### config.mk
export PLATFORM = sky130hd
export DESIGN_NAME = pipe_hazard_ctrl
export DESIGN_NICKNAME = d
export VERILOG_FILES = /design/src/rtl/pipe_ctrl_pkg.sv /design/src/rtl/md_busy_tracker.sv /design/src/rtl/pipe_hazard_ctrl.sv
export SDC_FILE = /design/constraint.sdc
export NUM_CORES = 1
export LEC_CHECK = 0
export ABC_AREA = 1
export CAP_MARGIN = 5
export CORE_UTILIZATION = 49
export DETAILED_ROUTE_END_ITERATION = 7
export PLACE_DENSITY = 0.89
export SETUP_SLACK_MARGIN = 0.3
export SLEW_MARGIN = 20
export SYNTH_ARGS = -nofsm -noshare
export SYNTH_HDL_FRONTEND = slang
export SYNTH_HIERARCHICAL = 1
export SYNTH_SLANG_ARGS = --single-unit
### constraint.sdc
create_clock -name clk -period 1.8 [get_ports clk]
set_input_delay 0.45 -clock clk [delete_from_list [all_inputs] [get_ports clk]]
set_output_delay 0.45 -clock clk [all_outputs]
set_load 0.1 [all_outputs]
### src/rtl/pipe_ctrl_pkg.sv
// ============================================================================
// Module  : pipe_ctrl_pkg
// Brief   : Shared types and constants for the pipeline hazard controller.
// Revision: 1.0 - initial release
// ============================================================================
`default_nettype none

package pipe_ctrl_pkg;

    typedef enum logic {
        RUN     = 1'b0,
        MD_BUSY = 1'b1
    } md_state_t;

    localparam logic [4:0] REG_ZERO           = 5'd0;
    localparam int         MD_LATENCY_DEFAULT = 32;

endpackage

`default_nettype wire

### src/rtl/md_busy_tracker.sv
// ============================================================================
// Module  : md_busy_tracker
// Brief   : Tracks occupancy of the multi-cycle mult/div unit via a down-counter.
// Revision: 1.0 - initial release
// ============================================================================
`default_nettype none

import pipe_ctrl_pkg::*;

module md_busy_tracker #(
    parameter int MD_LATENCY = MD_LATENCY_DEFAULT,
    parameter int CNT_W      = 6
) (
    input  logic clk,
    input  logic rst,
    input  logic start,
    input  logic frozen,
    output logic busy
);

    localparam logic [CNT_W-1:0] c_MD_LOAD = CNT_W'(MD_LATENCY - 1);

    md_state_t        r_state;
    md_state_t        w_state_nxt;
    logic [CNT_W-1:0] r_cnt;
    logic [CNT_W-1:0] w_cnt_nxt;

    always_ff @(posedge clk) begin
        if (rst) begin
            r_state <= RUN;
            r_cnt   <= '0;
        end else begin
            r_state <= w_state_nxt;
            r_cnt   <= w_cnt_nxt;
        end
    end

    // The counter keeps running while the pipe is frozen; only issue is gated.
    always_comb begin
        w_state_nxt = r_state;
        w_cnt_nxt   = r_cnt;
        case (r_state)
            RUN: begin
                if (start && !frozen) begin
                    w_state_nxt = MD_BUSY;
                    w_cnt_nxt   = c_MD_LOAD;
                end
            end
            MD_BUSY: begin
                if (start && !frozen) begin
                    w_cnt_nxt = c_MD_LOAD;
                end else if (r_cnt == '0) begin
                    w_state_nxt = RUN;
                end else begin
                    w_cnt_nxt = r_cnt - 1'b1;
                end
            end
            default: begin
                w_state_nxt = RUN;
                w_cnt_nxt   = '0;
            end
        endcase
    end

    assign busy = (r_state == MD_BUSY);

endmodule

`default_nettype wire

### src/rtl/pipe_hazard_ctrl.sv
// ============================================================================
// Module  : pipe_hazard_ctrl
// Brief   : Stall/flush controller for the 5-stage pipeline with statistics.
// Revision: 1.0 - initial release
// ============================================================================
`default_nettype none

import pipe_ctrl_pkg::*;

module pipe_hazard_ctrl #(
    parameter int MD_LATENCY = MD_LATENCY_DEFAULT,
    parameter int CNT_W      = 6,
    parameter int PERF_W     = 16
) (
    input  logic              clk,
    input  logic              rst,
    input  logic [4:0]        id_rs,
    input  logic [4:0]        id_rt,
    input  logic              id_use_rs,
    input  logic              id_use_rt,
    input  logic              id_md_op,
    input  logic              ex_mem_read,
    input  logic [4:0]        ex_rt,
    input  logic              ex_branch_taken,
    input  logic              ex_md_start,
    input  logic              mem_wait,
    output logic              pc_en,
    output logic              if_id_en,
    output logic              id_ex_en,
    output logic              ex_mem_en,
    output logic              mem_wb_en,
    output logic              if_id_flush,
    output logic              load_use,
    output logic              id_ex_flush,
    output logic              md_busy,
    output logic [PERF_W-1:0] stall_cnt,
    output logic [PERF_W-1:0] flush_cnt
);

    logic w_lu_haz;
    logic w_md_haz;
    logic r_unused;

    md_busy_tracker #(
        .MD_LATENCY (MD_LATENCY),
        .CNT_W      (CNT_W)
    ) u_md_busy_tracker (
        .clk    (clk),
        .rst    (rst),
        .start  (ex_md_start),
        .frozen (mem_wait),
        .busy   (md_busy)
    );

    assign w_lu_haz = ex_mem_read && (ex_rt != REG_ZERO) &&
                      ((id_use_rs && (id_rs == ex_rt)) ||
                       (id_use_rt && (id_rt == ex_rt)));

    assign w_md_haz = id_md_op && (md_busy || ex_md_start);

    // A taken redirect outranks stalls: the ID instruction is wrong-path.
    always_comb begin
        pc_en       = 1'b1;
        if_id_en    = 1'b1;
        id_ex_en    = 1'b1;
        ex_mem_en   = 1'b1;
        mem_wb_en   = 1'b1;
        if_id_flush = 1'b0;
        load_use    = 1'b0;
        id_ex_flush = 1'b0;
        if (rst) begin
            pc_en       = 1'b0;
            if_id_en    = 1'b0;
            if_id_flush = 1'b1;
            id_ex_flush = 1'b1;
        end else if (mem_wait) begin
            pc_en     = 1'b0;
            if_id_en  = 1'b0;
            id_ex_en  = 1'b0;
            ex_mem_en = 1'b0;
            mem_wb_en = 1'b0;
        end else if (ex_branch_taken) begin
            if_id_flush = 1'b1;
            id_ex_flush = 1'b1;
        end else if (w_lu_haz || w_md_haz) begin
            pc_en       = 1'b0;
            if_id_en    = 1'b0;
            load_use    = 1'b1;
            id_ex_flush = 1'b1;
        end
    end

    always_ff @(posedge clk) begin
        if (rst) begin
            stall_cnt <= '0;
            flush_cnt <= '0;
        end else begin
            if ((load_use || mem_wait) && (stall_cnt != {PERF_W{1'b1}})) begin
                stall_cnt <= stall_cnt + 1'b1;
            end
            if (if_id_flush && (flush_cnt != {PERF_W{1'b1}})) begin
                flush_cnt <= flush_cnt + 1'b1;
            end
        end
    end

    always_ff @(posedge clk) begin
        r_unused <= 1'b0;
    end

endmodule

`default_nettype wire

==> results of run 1 <==
Yosys cell counts (2+ instances only):
| cell | n | area share [%] |
|---|---|---|
| nand3b_1 | 2 | 0.61 |
| nor2_4 | 2 | 0.92 |
| inv_1 | 43 | 6.6 |
| a21oi_1 | 30 | 6.1 |
| o21ai_1 | 4 | 0.81 |
| ha_1 | 4 | 2.0 |
| buf_6 | 2 | 0.92 |
| nand3_1 | 30 | 6.1 |
| inv_2 | 10 | 1.5 |
| nor3_1 | 10 | 2.0 |
| nor2_2 | 3 | 0.76 |
| clkinv_1 | 2 | 0.31 |
| a21oi_2 | 2 | 0.71 |
| nand3_2 | 4 | 1.6 |
| nor2_1 | 60 | 9.2 |
| nand2_1 | 91 | 14 |
| o21ai_0 | 9 | 1.8 |
| buf_4 | 5 | 1.5 |
| dfxtp_1 | 39 | 32 |
| nand4_1 | 6 | 1.5 |
| nand2_4 | 3 | 1.4 |
| nand2_2 | 8 | 2.0 |
cell families after synthesis:
logic type                 Yosys count
and+or+nand+nor                    225
xor gates and xnor gates             2
AOI/OAI and AO/OA                   51
adders and majority gates            4
buffers and inverters               64
DFF                                 39
timing repair:
item / CTS
hold endpoints to repair: 0
setup buffers: 12
pin swaps: 31
resized for setup: 99
endpoints found under the setup margin: 43
gates cloned: 3
per-stage QoR:
step | TNS [ps] | worst slack, ps | util, % | hold WS (ps)
2_1_floorplan | -3060 | -426 | - | 454
3_3_place_gp | -15850 | -646 | 82.9 | 469
3_5_place_dp | -18170 | -672 | 82.9 | 481
4_1_cts | -945 | -224 | 89.0 | 493
==> impl_metrics.toml, run 1 <==
[outcome]
status = "did not finish"
stop_stage = "5_1_grt"
first-error = "[ERROR DPL-0033] detailed placement checks failed during check placement."

[synth]
muxShareOfSynthArea_pct = 0
synth_top_family_by_area = "simple AND/OR/NAND/NOR gates"
yosysWarnings = 6
yosysSeqAreaShare_pct = 31.7
ys_seq_elements = 39
synth_area_per_cell_um2 = 6.39
yosys.area_share.xor_xnor_pct = 0.712
netlist_area_um2 = 2460
synth_cell_type_count = 38
synthAdderAreaFrac_pct = 2.03
synth-edff-count = 0
synth_fp_nets = 413
synth-compound-area-share_pct = 11.3
yosys.area_share.simple_pct = 42.6
async_reset_ff_share_pct = 0
synth_flop_cell = "dfxtp_1"
synth_cells = 385

[clock_network]
htree_levels = 2
clockRootBuffer = "clkbuf_8"
postCtsHoldBufs = 0
cts_buffers = 5
clock-sinks = 39
cts.path.max_buffers = 2

[floorplan]
fp.dieH_um = 72.9
io_pins = 65
fp-row-count = 25
die_w_um = 72.9
start_util_pct = 51.4

[placement]
io_buffer_count = 64
place_hpwl_mm = 5.44
numPlacedInstances = 524
routabilityCongestion = 0.866
placed_area_um2 = 3970

[global_route]
grt_start_max_net_pins = 28
antenna_found_initial = 0

[timing]
crit_endpoint = "if_id_en"
worst-ep-kind = "primary output"
==> run 2, diff against run 1 <==
- CORE_UTILIZATION: 49 -> 40
- PLACE_DENSITY: 0.89 -> not set
- PLACE_DENSITY_LB_ADDON: not set -> 0.15
- SETUP_SLACK_MARGIN: 0.3 -> not set
==> run 2 against run 1 <==
The flow now finishes, with violations (setup timing); synthesized area is the same; synthesized cell count is the same.
==> impl_metrics.toml, run 2 <==
[layout]
drive_above_1_share_pct = 39.4
flow.area_growth_from_synthesis_pct = 67.7
fin_cells = 552
top_regs = "flush_cnt x16, stall_cnt x16, u_md_busy_tracker/r_cnt x6"
nNetsFinal = 504
postLayoutCellArea_um2 = 4130
antennaDiodeCount = 0
mostFrequentLayoutCell = "nand2_1"
utilization_pct = 69.7
layout_common_cells = "nand2_1 (79), nor2_1 (56), buf_12 (44)"

[timing]
rsz0062_at_grt = "true"
finalMaxSlewViolations = 0
setup_slack_ps = -235
slew-limit-headroom_pct = 73.9
hold_violations = 0
fin_crit_ps = 2030
tightest_slew_ps = 388
fmax_ghz = 0.491
period_share_pct = 113
fin_worst_skew_ps = 5.83
finalSetupViolCount = 20

[synth]
ys_top_cells_by_count = "nand2_1 (91), nor2_1 (60), inv_1 (43), dfxtp_1 (39)"
ys_seq_elements = 39
netlist_area_um2 = 2460
synth_top_area_share_pct = 31.7
synth-edff-count = 0
synth_fp_nets = 413
yosysWarnings = 6
synth_area_per_cell_um2 = 6.39
synth_cell_type_count = 38
yosysSeqAreaShare_pct = 31.7
async_reset_ff_share_pct = 0
synth_flop_cell = "dfxtp_1"
synth_top_cell_by_area = "dfxtp_1"
yosysMostFrequentCell = "nand2_1"
synth_cells = 385
synth_area_leaders = "dfxtp_1 (32%), nand2_1 (14%), nor2_1 (9.2%)"

[detailed_routing]
wire_per_inst_um = 11.3
wirelength_mm = 6.22
detail_route.iter0.violations = 66
vias = 2707
routed_via_density = 4.90
post-route-drc-count = 0
antenna_left = 0
first_pass_iters = 4

[placement]
place_hpwl_mm = 4.64
pre_cts_slack_ps = -813
io_buffer_count = 64
numPlacedInstances = 536
placed_area_um2 = 3930
routabilityCongestion = 0.863

[floorplan]
start_util_pct = 41.6
fp-row-count = 28
die_w_um = 80.4
die-area_um2 = 6470
fp.dieH_um = 80.4
coreArea_um2 = 5920
io_pins = 65

[clock_network]
clock-sinks = 39
cts.path.max_buffers = 2
clk-insertion-delay-late_ps = 290
cts_buffers = 5
cts_tree = "yes"
htree_levels = 2
clk_pin_slew_ps = 70
clockRootBuffer = "clkbuf_8"

[setup_path]
crit_path_end_kind = "output pin"
arrival_ps = 1580
critPathLaunchType = "input port"
cp_max_fo = 4
crit_type = "in2out"
worstPathRequired_ps = 1350

[global_route]
grt_pass1_vias = 2498
grt_pass1_wl_mm = 10.4
antenna_found_initial = 0
grt_start_max_net_pins = 28
track_usage_pct = 20.3
overflow = 0

[run]
drv_cap = 0

[outcome]
violations = "setup timing"
status = "finished, violations left"

[power_and_ir_drop]
totalPowerFinal_mw = 2.26
p_leak_nw = 1.76
ir_worst_vdd_uv = 317
pwr_density_cell_nw_per_um2 = 549

[worst_hold_path]
worstHoldPathType = "reg2reg"
==> run 2: cell counts after synthesis <==
Identical to the previous run, type by type.
==> run 2: repair_timing <==
| action | 4_1_cts | 5_1_grt |
|---|---|---|
| pin swaps | 31 | 1 |
| hold buffers | 0 | 0 |
| setup endpoints to repair | 30 | 20 |
| gates resized for setup | 95 | 2 |
| gates cloned | 1 | 0 |
| setup buffers | 6 | 1 |
==> run 2: through the flow <==
step | setup TNS [ps] | hold WS (ps)
3_5_place_dp | -18940 | 495
2_1_floorplan | -3060 | 454
6_report | -2940 | 503
3_3_place_gp | -17520 | 469
5_1_grt | -5940 | 522
4_1_cts | -2520 | 505
==> run 2: cells by family (layout without fill, tap and decap cells) <==
kind of cell,Yosys count,after routing,synth area share [%]
xor gates and xnor gates,2,2,0.712
AOI/OAI and AO/OA,51,51,11.3
buffers and inverters,64,156,11.6
adders and majority gates,4,4,2.03
DFF,39,39,31.7
and+or+nand+nor,225,225,42.6
==> run 2: critical path: stages <==
cell     delay, ps
buf_4          120
buf_4          120
o21ai_1        140
inv_1           70
nand2_2         80
nand2_2         90
nand2_2         80
nand2_2         70
nor2_4         160
buf_12         200
==> run 2: path summary, 6_finish.rpt <==
path / start / slack, ps / to / cells after the start
setup / recovery: ex_rt[4] / -230 / if_id_en / 10
hold / removal: u_md_busy_tracker/r_cnt[0]$_SDFFE_PP0P_ / 500 / u_md_busy_tracker/r_cnt[0]$_SDFFE_PP0P_ / 2
setup reg to reg: stall_cnt[0]$_SDFFE_PP0P_ / 100 / stall_cnt[14]$_SDFFE_PP0P_ / 12
hold reg to reg: u_md_busy_tracker/r_cnt[0]$_SDFFE_PP0P_ / 500 / u_md_busy_tracker/r_cnt[0]$_SDFFE_PP0P_ / 2
==> run 2: layout make-up <==
cell class | count | area (um^2)
Clock inverter | 2 | 8.76
Clock buffer | 6 | 93.8
Fill cell | 486 | 1790
Timing Repair Buffer | 93 | 1300
Tap cell | 75 | 93.8
Sequential cell | 39 | 842
Inverter | 55 | 251
Multi-Input combinational cell | 282 | 1540
==> run 2: per-layer routing <==
layer	vias up	track usage (%)	part of all wire (%)
li1	1415	-	-
met1	1229	23.7	43
met2	56	36.6	52
met3	7	4.32	4.5
met4	0	6.61	1.0
met5	-	0	0
==> run 2: power breakdown <==
group          internal, mW  switching [mW]  total [mW]
logic                 0.272           0.401       0.672
clock network         0.350           0.321       0.671
registers             0.882          0.0376       0.920
total                  1.50           0.759        2.26
No activity file was read; power rests on OpenSTA's default activity.
==> run 3, diff against run 2 <==
- GPL_TIMING_DRIVEN: not set -> 1
==> results of run 3 <==
Final layout, timing and power as in run 2 (identical DEF).
==> run 4, diff against run 3 <==
- clock period: 1.8 -> 2.1 ns (I/O delays scaled with it)
==> run 4 against run 3 <==
The flow still finishes with violations (setup timing); sequential power down 14%; via count down 1.4%; register-to-register slack better by 130 ps; first-iteration DRC count up 65%; combinational power down 22%; power down 18%; worst hold slack worse by 29 ps; clock-buffer cell count unchanged; critical path depth up 4; non-clock buffer count up 1; cell area down 12%; clock skew up 0.93 ps.
==> impl_metrics.toml, run 4 (synthesis results as in run 2) <==
[global_route]
grt_pass1_vias = 2439
track_usage_pct = 20.5
grt_pass1_wl_mm = 10.3
grt_start_max_net_pins = 28
antenna_found_initial = 0
overflow = 0

[layout]
layout_common_cells = "nand2_1 (81), nor2_1 (57), buf_4 (49)"
drive_above_1_share_pct = 35.2
nNetsFinal = 505
antennaDiodeCount = 0
mostFrequentLayoutCell = "nand2_1"
top_regs = "flush_cnt x16, stall_cnt x16, u_md_busy_tracker/r_cnt x6"
flow.area_growth_from_synthesis_pct = 48.3

[timing]
fmax_ghz = 0.447
fin_worst_skew_ps = 6.76
fin_crit_ps = 2240
hold_violations = 0
setup_slack_ps = -138
fin_hold_ws_ps = 474
rsz0062_at_grt = "true"
slew-limit-headroom_pct = 75.2
finalMaxSlewViolations = 0
period_share_pct = 107
tightest_slew_ps = 369
finalSetupViolCount = 5

[setup_path]
critPathLaunchType = "input port"
crit_path_end_kind = "output pin"
crit_type = "in2out"
arrival_ps = 1710
worstPathRequired_ps = 1570
cp_max_fo = 3

[floorplan]
coreArea_um2 = 5920
die-area_um2 = 6470
die_w_um = 80.4
start_util_pct = 41.6
io_pins = 65
fp.dieH_um = 80.4
fp-row-count = 28

[power_and_ir_drop]
p_leak_nw = 1.65
pwr_density_cell_nw_per_um2 = 507
ir_worst_vdd_uv = 457
totalPowerFinal_mw = 1.85

[clock_network]
cts_tree = "yes"
clockRootBuffer = "clkbuf_8"
clock-sinks = 39
clk_pin_slew_ps = 80
clk-insertion-delay-late_ps = 290
cts_buffers = 5
cts.path.max_buffers = 2
htree_levels = 2
postCtsHoldBufs = 0

[detailed_routing]
routed_via_density = 4.84
wirelength_mm = 6.09
first_pass_iters = 4
vias = 2669
wire_per_inst_um = 11.0
post-route-drc-count = 0
detail_route.iter0.violations = 109
antenna_left = 0

[worst_hold_path]
worstHoldPathType = "reg2reg"

[run]
drv_cap = 0

[outcome]
violations = "setup timing"
status = "finished, violations left"

[placement]
io_buffer_count = 64
routabilityCongestion = 0.812
place_hpwl_mm = 4.46
-- run 4: changes by cell type in the layout (fill, tap and decap cells not counted), sizes merged --
cell / before / now
dlymetal6s2s: 0 / 1
dlygate4sd2: 4 / 6
inv: 50 / 51
clkbuf: 6 / 7
buf: 85 / 84
clkinvlp: 3 / 2
clkdlybuf4s15: 3 / 1
clkinv: 4 / 3
-- run 4: timing repair --
action | 4_1_cts | 5_1_grt
buffers inserted | 9 | 2
hold endpoints to repair | 0 | 0
gates resized for setup | 70 | 12
endpoints found under the setup margin | 24 | 6
pin swaps | 30 | 13
-- run 4: critical path: stages --
cell     delay (ps)
buf_6            90
buf_6           120
inv_12           50
nand2_2          30
nand2_1          50
nor2_1           40
nand3_1          60
nand2_1          60
nand2_2          80
nand2_2          80
nand2_2         100
nand2_2          60
nor2_4          160
buf_12          190
-- run 4: per-stage QoR --
stage                     area, um^2  TNS [ps]  cells  setup slack, ps  util, %
after floorplan                 2570      -403    385             -280        -
after global placement          3470     -7690    534             -536     58.7
after detailed placement        3470     -8780    534             -549     58.7
after CTS                       3590      -297    550             -126     60.7
after global routing            3650     -1520    552             -242     61.7
final                           3650      -516    552             -138     61.7
-- run 4: power breakdown --
| group | switching (mW) | internal (mW) | total, mW | leakage [nW] |
|---|---|---|---|---|
| Sequential | 0.0305 | 0.765 | 0.795 | 0.326 |
| Combinational | 0.331 | 0.196 | 0.527 | 1.28 |
| Clock | 0.271 | 0.258 | 0.530 | 0.0470 |
-- run 4: path summary, 6_finish.rpt --
check	startpoint	to	slack, ps	depth (start not counted)
hold / removal	flush_cnt[0]$_SDFFE_PP0P_	flush_cnt[0]$_SDFFE_PP0P_	470	1
setup / recovery	ex_rt[3]	pc_en	-140	14
hold reg to reg	flush_cnt[0]$_SDFFE_PP0P_	flush_cnt[0]$_SDFFE_PP0P_	470	1
setup reg to reg	u_md_busy_tracker/busy$_SDFF_PP0_	stall_cnt[5]$_SDFFE_PP0P_	230	12
-- run 4: final cells by class --
type	instances	area, um^2
clock buffer	6	82.6
clock inverter	1	5.00
fill	569	2270
inverter	55	239
multi-input combinational	282	1480
sequential	39	806
tap	75	93.8
timing repair buffer	94	943
-- run 4: routing by layer --
| metal | part of all wire, % | vias to the layer above | global-route usage (%) |
|---|---|---|---|
| li1 | - | 1408 | - |
| met1 | 46 | 1209 | 24.7 |
| met2 | 49 | 45 | 35.0 |
| met3 | 4.2 | 7 | 5.80 |
| met4 | 1.3 | 0 | 6.07 |
| met5 | 0 | - | 0 |
